**src/rtl/tick_generator_if.sv**
```systemverilog
// tick_generator_if: control and output bundle for tick_generator.
//   ch_en        master->slave  per-channel run enable
//   sync_restart master->slave  realign every channel to phase 0
//   cfg_wr       master->slave  divisor write strobe
//   cfg_ch       master->slave  target channel of the write
//   cfg_div      master->slave  new full period in clock cycles
//   cfg_ack      slave->master  one-cycle pulse, write accepted
//   cfg_err      slave->master  one-cycle pulse, write rejected
//   tick         slave->master  one-cycle enable per channel period
//   sq           slave->master  per-channel square wave
interface tick_generator_if #(
   parameter int unsigned N_CH  = 4,
   parameter int unsigned DIV_W = 26,
   parameter int unsigned CH_W  = (N_CH > 1) ? $clog2(N_CH) : 1
);
   logic [N_CH-1:0]  ch_en;
   logic             sync_restart;
   logic             cfg_wr;
   logic [CH_W-1:0]  cfg_ch;
   logic [DIV_W-1:0] cfg_div;
   logic             cfg_ack;
   logic             cfg_err;
   logic [N_CH-1:0]  tick;
   logic [N_CH-1:0]  sq;

   modport master (
      output ch_en, sync_restart, cfg_wr, cfg_ch, cfg_div,
      input  cfg_ack, cfg_err, tick, sq
   );

   modport slave (
      input  ch_en, sync_restart, cfg_wr, cfg_ch, cfg_div,
      output cfg_ack, cfg_err, tick, sq
   );
endinterface

```
**src/rtl/tick_generator.sv**
```systemverilog
// tick_generator: multi-channel, runtime-programmable clock-enable generator. Each channel counts
// clk_in cycles against its own divisor and emits a one-cycle tick plus a near-50% square wave.
// Divisor writes are staged as pending and only take effect at a period boundary, a restart or
// while the channel is disabled, so no runt period is ever produced.
//   clk_in  system clock
//   reset   synchronous, active-high reset
//   bus     tick_generator_if.slave: ch_en, sync_restart, cfg_wr/cfg_ch/cfg_div in;
//           cfg_ack, cfg_err, tick, sq out (all registered)
module tick_generator #(
   parameter int unsigned            CLK_HZ   = 40000000,
   parameter int unsigned            N_CH     = 4,
   parameter int unsigned            DIV_W    = 26,
   parameter logic [N_CH*DIV_W-1:0]  INIT_DIV = {26'd20000, 26'd40000, 26'd80000, 26'd40000000}
) (
   input logic             clk_in,
   input logic             reset,
   tick_generator_if.slave bus
);

   if (N_CH < 1 || N_CH > 16 || CLK_HZ == 0) begin : g_param_check
      $error("tick_generator: N_CH must be 1..16 and CLK_HZ non-zero");
   end

   logic [N_CH-1:0][DIV_W-1:0] cnt_q, cnt_d;
   logic [N_CH-1:0][DIV_W-1:0] div_act_q, div_act_d;
   logic [N_CH-1:0][DIV_W-1:0] div_pend_q, div_pend_d;
   logic [N_CH-1:0]            pend_v_q, pend_v_d;
   logic [N_CH-1:0]            tick_q, tick_d;
   logic [N_CH-1:0]            sq_q, sq_d;
   logic                       cfg_ack_q, cfg_ack_d;
   logic                       cfg_err_q, cfg_err_d;
   logic                       cfg_ok;
   logic [N_CH-1:0]            wrap;

   always_comb begin
      cfg_ok     = bus.cfg_wr && (bus.cfg_div >= DIV_W'(2)) &&
                   (int'(bus.cfg_ch) < int'(N_CH));
      cfg_ack_d  = cfg_ok;
      cfg_err_d  = bus.cfg_wr && !cfg_ok;
      cnt_d      = cnt_q;
      div_act_d  = div_act_q;
      div_pend_d = div_pend_q;
      pend_v_d   = pend_v_q;
      tick_d     = '0;
      sq_d       = '0;
      wrap       = '0;

      for (int i = 0; i < int'(N_CH); i++) begin
         wrap[i] = bus.ch_en[i] && (cnt_q[i] == div_act_q[i] - DIV_W'(1));

         if (bus.sync_restart || !bus.ch_en[i]) begin
            cnt_d[i] = '0;
         end else if (wrap[i]) begin
            cnt_d[i]  = '0;
            tick_d[i] = 1'b1;
         end else begin
            cnt_d[i] = cnt_q[i] + DIV_W'(1);
         end

         // A pending divisor is safe to adopt whenever the count restarts from zero.
         if ((bus.sync_restart || !bus.ch_en[i] || wrap[i]) && pend_v_q[i]) begin
            div_act_d[i] = div_pend_q[i];
            pend_v_d[i]  = 1'b0;
         end

         // Evaluated after the apply so a same-edge write survives as the next pending value.
         if (cfg_ok && (int'(bus.cfg_ch) == i)) begin
            div_pend_d[i] = bus.cfg_div;
            pend_v_d[i]   = 1'b1;
         end

         // Register the comparison of the next count so sq lines up with cnt cycle by cycle.
         sq_d[i] = bus.ch_en[i] && !bus.sync_restart && (cnt_d[i] >= (div_act_d[i] >> 1));
      end
   end

   always_ff @(posedge clk_in) begin
      if (reset) begin
         cnt_q      <= '0;
         div_act_q  <= INIT_DIV;
         div_pend_q <= '0;
         pend_v_q   <= '0;
         tick_q     <= '0;
         sq_q       <= '0;
         cfg_ack_q  <= 1'b0;
         cfg_err_q  <= 1'b0;
      end else begin
         cnt_q      <= cnt_d;
         div_act_q  <= div_act_d;
         div_pend_q <= div_pend_d;
         pend_v_q   <= pend_v_d;
         tick_q     <= tick_d;
         sq_q       <= sq_d;
         cfg_ack_q  <= cfg_ack_d;
         cfg_err_q  <= cfg_err_d;
      end
   end

   assign bus.tick    = tick_q;
   assign bus.sq      = sq_q;
   assign bus.cfg_ack = cfg_ack_q;
   assign bus.cfg_err = cfg_err_q;

endmodule

```
**src/flat_wrapper.sv**
```systemverilog
// flat-port wrapper written by rule: the top's interface ports become plain ports
module tick_generator_flat 
#(
   parameter int unsigned            CLK_HZ   = 40000000,
   parameter int unsigned            N_CH     = 4,
   parameter int unsigned            DIV_W    = 26,
   parameter logic [N_CH*DIV_W-1:0]  INIT_DIV = {26'd20000, 26'd40000, 26'd80000, 26'd40000000}
)
  (clk_in, reset, bus_ch_en, bus_sync_restart, bus_cfg_wr, bus_cfg_ch, bus_cfg_div, bus_cfg_ack, bus_cfg_err, bus_tick, bus_sq);
  tick_generator_if #(.N_CH(N_CH), .DIV_W(DIV_W)) bus_i ();
  input logic clk_in;
  input logic reset;
  input wire logic [$bits(bus_i.ch_en)-1:0] bus_ch_en;
  input wire logic [$bits(bus_i.sync_restart)-1:0] bus_sync_restart;
  input wire logic [$bits(bus_i.cfg_wr)-1:0] bus_cfg_wr;
  input wire logic [$bits(bus_i.cfg_ch)-1:0] bus_cfg_ch;
  input wire logic [$bits(bus_i.cfg_div)-1:0] bus_cfg_div;
  output wire logic [$bits(bus_i.cfg_ack)-1:0] bus_cfg_ack;
  output wire logic [$bits(bus_i.cfg_err)-1:0] bus_cfg_err;
  output wire logic [$bits(bus_i.tick)-1:0] bus_tick;
  output wire logic [$bits(bus_i.sq)-1:0] bus_sq;
  assign bus_i.ch_en = bus_ch_en;
  assign bus_i.sync_restart = bus_sync_restart;
  assign bus_i.cfg_wr = bus_cfg_wr;
  assign bus_i.cfg_ch = bus_cfg_ch;
  assign bus_i.cfg_div = bus_cfg_div;
  assign bus_cfg_ack = bus_i.cfg_ack;
  assign bus_cfg_err = bus_i.cfg_err;
  assign bus_tick = bus_i.tick;
  assign bus_sq = bus_i.sq;
  tick_generator #(.CLK_HZ(CLK_HZ), .N_CH(N_CH), .DIV_W(DIV_W), .INIT_DIV(INIT_DIV)) u_core (.clk_in(clk_in), .reset(reset), .bus(bus_i));
endmodule
```
**config.mk**
```make
export PLATFORM = sky130hd
export DESIGN_NAME = tick_generator_flat
export DESIGN_NICKNAME = d
export VERILOG_FILES = /design/src/rtl/tick_generator_if.sv /design/src/rtl/tick_generator.sv /design/src/flat_wrapper.sv
export SDC_FILE = /design/constraint.sdc
export NUM_CORES = 1
export LEC_CHECK = 0
export CORE_MARGIN = 1
export CORE_UTILIZATION = 55
export CTS_CLUSTER_DIAMETER = 100
export DETAILED_ROUTE_END_ITERATION = 7
export PLACE_DENSITY = 0.72
export SETUP_SLACK_MARGIN = 0.1
export SKIP_CTS_REPAIR_TIMING = 1
export SYNTH_ARGS = -nofsm -noshare
export SYNTH_HDL_FRONTEND = slang
export SYNTH_SLANG_ARGS = --single-unit
export TNS_END_PERCENT = 10
```
**constraint.sdc**
```tcl
create_clock -name clk_in -period 6.9 [get_ports clk_in]
set_clock_uncertainty 0.1 [all_clocks]
set_input_delay 1.035 -clock clk_in [delete_from_list [all_inputs] [get_ports clk_in]]
set_output_delay 1.035 -clock clk_in [all_outputs]
set_load 0.005 [all_outputs]
```
# [Word-level counts from Yosys, hierarchy flattened]
# Cells that the tools add are included.
[word_totals] reg_bits=326 in_bits=36 out_inout_bits=10 word_cells=116
[op_classes] n_addsub=8 order_cmp=5 eq_ne=7 mux=24 reduce_logical=45
[ops] op="$mux 26" count=12
[ops] op="$add 26x1->26 const B" count=4
[ops] op="$eq 26x26->1" count=4
[ops] op="$ge 26x25->1" count=4
[ops] op="$sub 26x1->26 const B" count=4
[ops] op="$ge 26x2->1 const B" count=1
[ops] op="$logic_and 1x1->1" count=22
[ops] op="$mux 1" count=12
[ops] op="$logic_or 1x1->1" count=8
[ops] op="$reduce_bool 2->1" count=4
[ops] op="$reduce_or 2->1" count=4
[ops] op="$logic_not 1->1" count=6
[ops] op="$eq 2x2->1 const B" count=2
[ops] op="$eq 2x1->1 const B" count=1
[ops] op="$logic_not 2->1" count=1

# [Longest topological paths before layout]
[depth] ltp_word=8 mapped_depth=22 ltp_nobuf=19

# [Worst setup path after synthesis]
# No wires, ideal clock.
[synth_timing] kind="reg2reg" startpoint="register u_core.div_act_q[63] in the netlist's numbering" endpoint="register u_core.sq_q[2], in the netlist u_core.bus.sq[2]" arrival_ps=5068 slack_ps=1601 path_stages_with_launch=22 n_path_buf=4 synth_period_minus_slack_ps=5299 path_cell_list="dfxtp_1 buf_6 or4_1 or4_1 buf_2 or4_1 a211o_1 a2111oi_2 nand4_1 a21boi_1 buf_6 buf_12 mux2i_1 ha_1 a21o_1 a21o_1 a211oi_1 o21ai_0 a41oi_1 o21ai_0 a221oi_1 o22ai_1"
[synth_via] elab_chain_cells=8 word_cells_on_any_way=10 cone_classes="add/sub: 1; order compare: 1; eq/ne: 1; mux: 3; reduce/logical: 4"
[synth_lines] item="from (decl)" line="tick_generator.sv:25" source="logic [N_CH-1:0][DIV_W-1:0] div_act_q, div_act_d;"
[synth_lines] item="from (signal assigned)" line="tick_generator.sv:89" source="div_act_q <= div_act_d;"
[synth_lines] item="$sub 26x1->26" line="tick_generator.sv:49" source="wrap[i] = bus.ch_en[i] && (cnt_q[i] == div_act_q[i] - DIV_W'(1));"
[synth_lines] item="$eq 26x26->1" line="tick_generator.sv:49"
[synth_lines] item="$logic_and 1x1->1" line="tick_generator.sv:49"
[synth_lines] item="$logic_or 1x1->1" line="tick_generator.sv:61" source="if ((bus.sync_restart || !bus.ch_en[i] || wrap[i]) && pend_v_q[i]) begin"
[synth_lines] item="$logic_and 1x1->1" line="tick_generator.sv:61"
[synth_lines] item="$mux 26" line="tick_generator.sv:61"
[synth_lines] item="$ge 26x25->1 (*)" line="tick_generator.sv:73" source="sq_d[i] = bus.ch_en[i] && !bus.sync_restart && (cnt_d[i] >= (div_act_d[i] >> 1));"
[synth_lines] item="$logic_and 1x1->1 (*)" line="tick_generator.sv:73"
[synth_lines] item="to (signal assigned)" line="tick_generator.sv:93" source="sq_q <= sq_d;"
[synth_lines] item="to (decl)" line="tick_generator.sv:29" source="logic [N_CH-1:0] sq_q, sq_d;"
# Mark *: on every way between the ends. The rest lies on a longest branch, timed or not.
# A chain may end at the register's enable or synchronous reset.

# [Worst setup path in the final report]
[layout_timing] startpoint="register u_core.div_act_q[59] in the netlist's numbering" endpoint="register u_core.sq_q[2], in the netlist u_core.bus.sq[2]"
# The elaborated chain is that of the path after synthesis.

==> impl_metrics.py <==
metrics = {
    "floorplanning": {
        "fp.dieW_um": 197,
        "start_util_pct": 55.9,
        "row_count": 71,
        "die_h_um": 197,
        "dieArea_um2": 38900,
        "core_um2": 37600,
        "ioPinCount": 46,
    },
    "cts": {
        "numCtsBuffers": 38,
        "htree_levels": 2,
        "cts-root-buf": "clkbuf_16",
        "clock_latency_ns": 0.57,
        "cts.sinks": 326,
        "clk_pin_slew_ns": 0.06,
        "clk_path_buf_depth": 3,
        "tritoncts": "built",
    },
    "worst_setup_path": {
        "crit_top_cell": "or4_1",
        "start_kind": "flop",
        "arrival_ns": 6.60,
        "crit_type": "reg -> reg",
        "slowest_stage": "or4_1",
        "crit_chain": "or4_1 -> or4_1 -> or4_1 -> a211o_1 -> a2111oi_2 -> nand4_1 -> a21boi_4 -> buf_4 -> buf_4 -> mux2i_1 -> ha_1 -> a21o_1 -> a211o_1 -> a41oi_1 -> o21ai_0 -> a221oi_1 -> o22ai_1",
        "r2r-start": "u_core.div_act_q[59]$_SDFF_PP0_",
        "slowest_delay_ns": 0.71,
        "r2r_setup_slack_ns": 0.60,
        "worstPathMaxFanout": 16,
        "worstSetupEndpointType": "flop",
        "crit_required_ns": 7.20,
        "crit_path_start": "u_core.div_act_q[59]$_SDFF_PP0_",
    },
    "routing": {
        "totalWireLength_mm": 58.4,
        "drtPass1Iterations": 6,
        "antenna_left": 0,
        "viasPerCell": 6.09,
        "drtIter0Drc": 1328,
        "via_count": 18700,
        "drc": 0,
        "wl_per_cell_um": 19.0,
    },
    "yosys": {
        "synth_edf_count": 0,
        "syn_area_um2": 21000,
        "synth-seq-cells": 326,
        "yosys_warnings": 0,
        "postSynthAreaPerCell_um2": 8.10,
        "synth_fp_nets": 2736,
        "ys_async_sr_fraction_pct": 0,
        "ys_types": 77,
        "ys.flop_type": "dfxtp_1",
        "yosysSeqAreaShare_pct": 31.1,
        "synthCells": 2592,
    },
    "power_and_ir_drop": {
        "sw_frac_of_total_pct": 23.9,
        "power_frac_seq_pct": 44.3,
        "p_comb_share_pct": 6.3,
        "pwr-share-clk_pct": 49.4,
        "p_int_mw": 3.35,
        "ir_drop_mv": 0.191,
        "power_mw": 4.40,
        "power.density_nw_per_um2": 192,
        "leakage_nw": 8.57,
        "switchingPower_mw": 1.05,
    },
    "global_route": {
        "grt_max_degree": 147,
        "grt_util_all_layers_pct": 29.7,
        "grt_pass1_vias": 17600,
        "grt-ovfl-total": 0,
        "grt_antenna_before_repair": 2,
        "grt_pass1_wl_mm": 92.7,
    },
    "finish": {
        "antenna_cells": 0,
        "area_delta_synth_final_pct": 9.29,
        "fillers": 3304,
        "drive_gt1_share_pct": 4.64,
        "nets": 2682,
    },
    "timing": {
        "min_period_over_period_pct": 91.2,
        "report.final.slew_viol_count": 0,
        "worst-slew-pin-transition_ns": 1.14,
        "fmax_mhz": 159,
        "setup_viol": 0,
        "relSlewSlack_pct": 24.1,
        "timing.hold.ws_ns": 0.351,
        "min_period_ns": 6.30,
        "rsz0062_at_grt": "false",
        "hold_viol_final": 0,
        "setup_tns_ns": 0,
    },
    "job": {
        "maxCapViolCount": 0,
    },
    "placement": {
        "io_buffers": 45,
        "dp_hpwl_mm": 42.8,
        "gp_congestion": 0.972,
    },
    "worst_hold_path": {
        "min_path_type": "reg -> reg",
        "holdCritStartpoint": "u_core.div_pend_q[37]$_SDFFE_PP0P_",
    },
    "status": {
        "status": "completed",
    },
}
==> path summary, 6_finish.rpt <==
check | end | cells after the start
worst max-delay path | u_core.bus.sq[2]$_SDFF_PP0_ | 17
worst min-delay path | u_core.div_pend_q[37]$_SDFFE_PP0P_ | 2
worst max register to register | u_core.bus.sq[2]$_SDFF_PP0_ | 17
worst min register to register | u_core.div_pend_q[37]$_SDFFE_PP0P_ | 2
==> per-layer routing <==
metal | up-vias | part of all wire (%) | GRT usage, %
li1 | 9097 | - | -
met1 | 8938 | 44 | 39.3
met2 | 594 | 47 | 49.8
met3 | 100 | 6.8 | 5.12
met4 | 4 | 2.2 | 7.32
met5 | - | 0.046 | 0
==> power by group through the flow <==
| stage | combinational [mW] | sequential [mW] | clock (mW) |
|---|---|---|---|
| 2_1_floorplan | 0.197 | 1.97 | 0 |
| 3_3_place_gp | 0.270 | 1.99 | 0 |
| 3_5_place_dp | 0.275 | 1.99 | 0 |
| 4_1_cts | 0.277 | 1.95 | 2.20 |
| 5_1_grt | 0.302 | 1.95 | 2.28 |
| 6_report | 0.279 | 1.95 | 2.17 |
==> cell usage after synthesis (16+ instances only) <==
cell type	instances	share of area, %
dfxtp_1	326	31
nor2_1	301	5.4
nand2_1	244	4.4
mux2i_1	149	7.1
clkbuf_1	133	2.4
a21oi_1	120	2.9
xor2_1	117	4.9
ha_1	108	6.4
xnor2_1	106	4.4
nand2b_1	105	3.1
nor3_1	96	2.3
nand3_1	70	1.7
inv_1	47	0.84
or4_1	46	1.6
nand4_1	42	1.3
and3_1	41	1.2
and2_1	40	1.2
nor2b_1	40	1.2
nor4_1	40	1.2
o21ai_0	35	0.83
o211ai_1	32	1.1
a21o_1	29	1.0
nand3b_1	26	0.93
or3_1	24	0.72
o21bai_1	23	0.82
a221oi_1	22	0.92
a211oi_1	16	0.57
a31oi_1	16	0.48
==> cell usage in the layout (no fill, tap or decap), types with 70 or more instances in the layout <==
cell,synthesis,layout
xor2_1,117,117
nand3_1,70,70
nand2b_1,105,105
xnor2_1,106,106
nor2_1,301,299
mux2i_1,149,149
nor3_1,96,95
ha_1,108,108
dfxtp_1,326,326
a21oi_1,120,120
nand2_1,244,244
==> stage by stage <==
step | worst slack [ns] | std cells | instance area, um^2 | util [%]
2_1_floorplan | 1.60 | 2592 | 21000 | -
3_5_place_dp | 0.683 | 3008 | 21600 | 57.4
6_report | 0.604 | 3077 | 22900 | 61.0
4_1_cts | 0.643 | 3076 | 22900 | 61.0
5_1_grt | 0.200 | 3077 | 22900 | 61.0
3_3_place_gp | 0.836 | 3008 | 21600 | 57.4
==> critical path: cells and delay by family (launching register included) <==
kind | cells | cell delay, ns
AOI/OAI and AO/OA | 9 | 2.44
buffers and inverters | 2 | 0.47
adders and majority gates | 1 | 0.27
and+or+nand+nor | 4 | 2.25
muxes | 1 | 0.22
DFF | 1 | 0.38
==> registers in the layout (all words and copies together) (netlist names) <==
signal and count:
u_core.div_pend_q 104, u_core.pend_v_q 4, u_core.bus.tick 4, u_core.bus.cfg_err 1, u_core.bus.sq 4, u_core.bus.cfg_ack 1, u_core.div_act_q 104, u_core.cnt_q 104
==> cells by family after synthesis <==
| group | Yosys count | share of synthesized area (%) |
|---|---|---|
| and+or+nand+nor | 1173 | 28.5 |
| AOI/OAI and AO/OA | 397 | 12.9 |
| DFF | 326 | 31.1 |
| xor gates and xnor gates | 223 | 9.31 |
| buffers and inverters | 212 | 4.41 |
| muxes | 153 | 7.32 |
| adders and majority gates | 108 | 6.44 |
==> final cells by class <==
class                           count  area (um^2)  share of cell area [%]
Multi-Input combinational cell   2054        13600                    59.3
Clock buffer                       55         1140                    4.95
Timing Repair Buffer               71          647                    2.82
Clock inverter                     13          215                   0.938
Sequential cell                   326         6530                    28.5
Tap cell                          511          639                    2.79
Inverter                           47          176                   0.769
No activity file was read; power rests on OpenSTA's default activity.
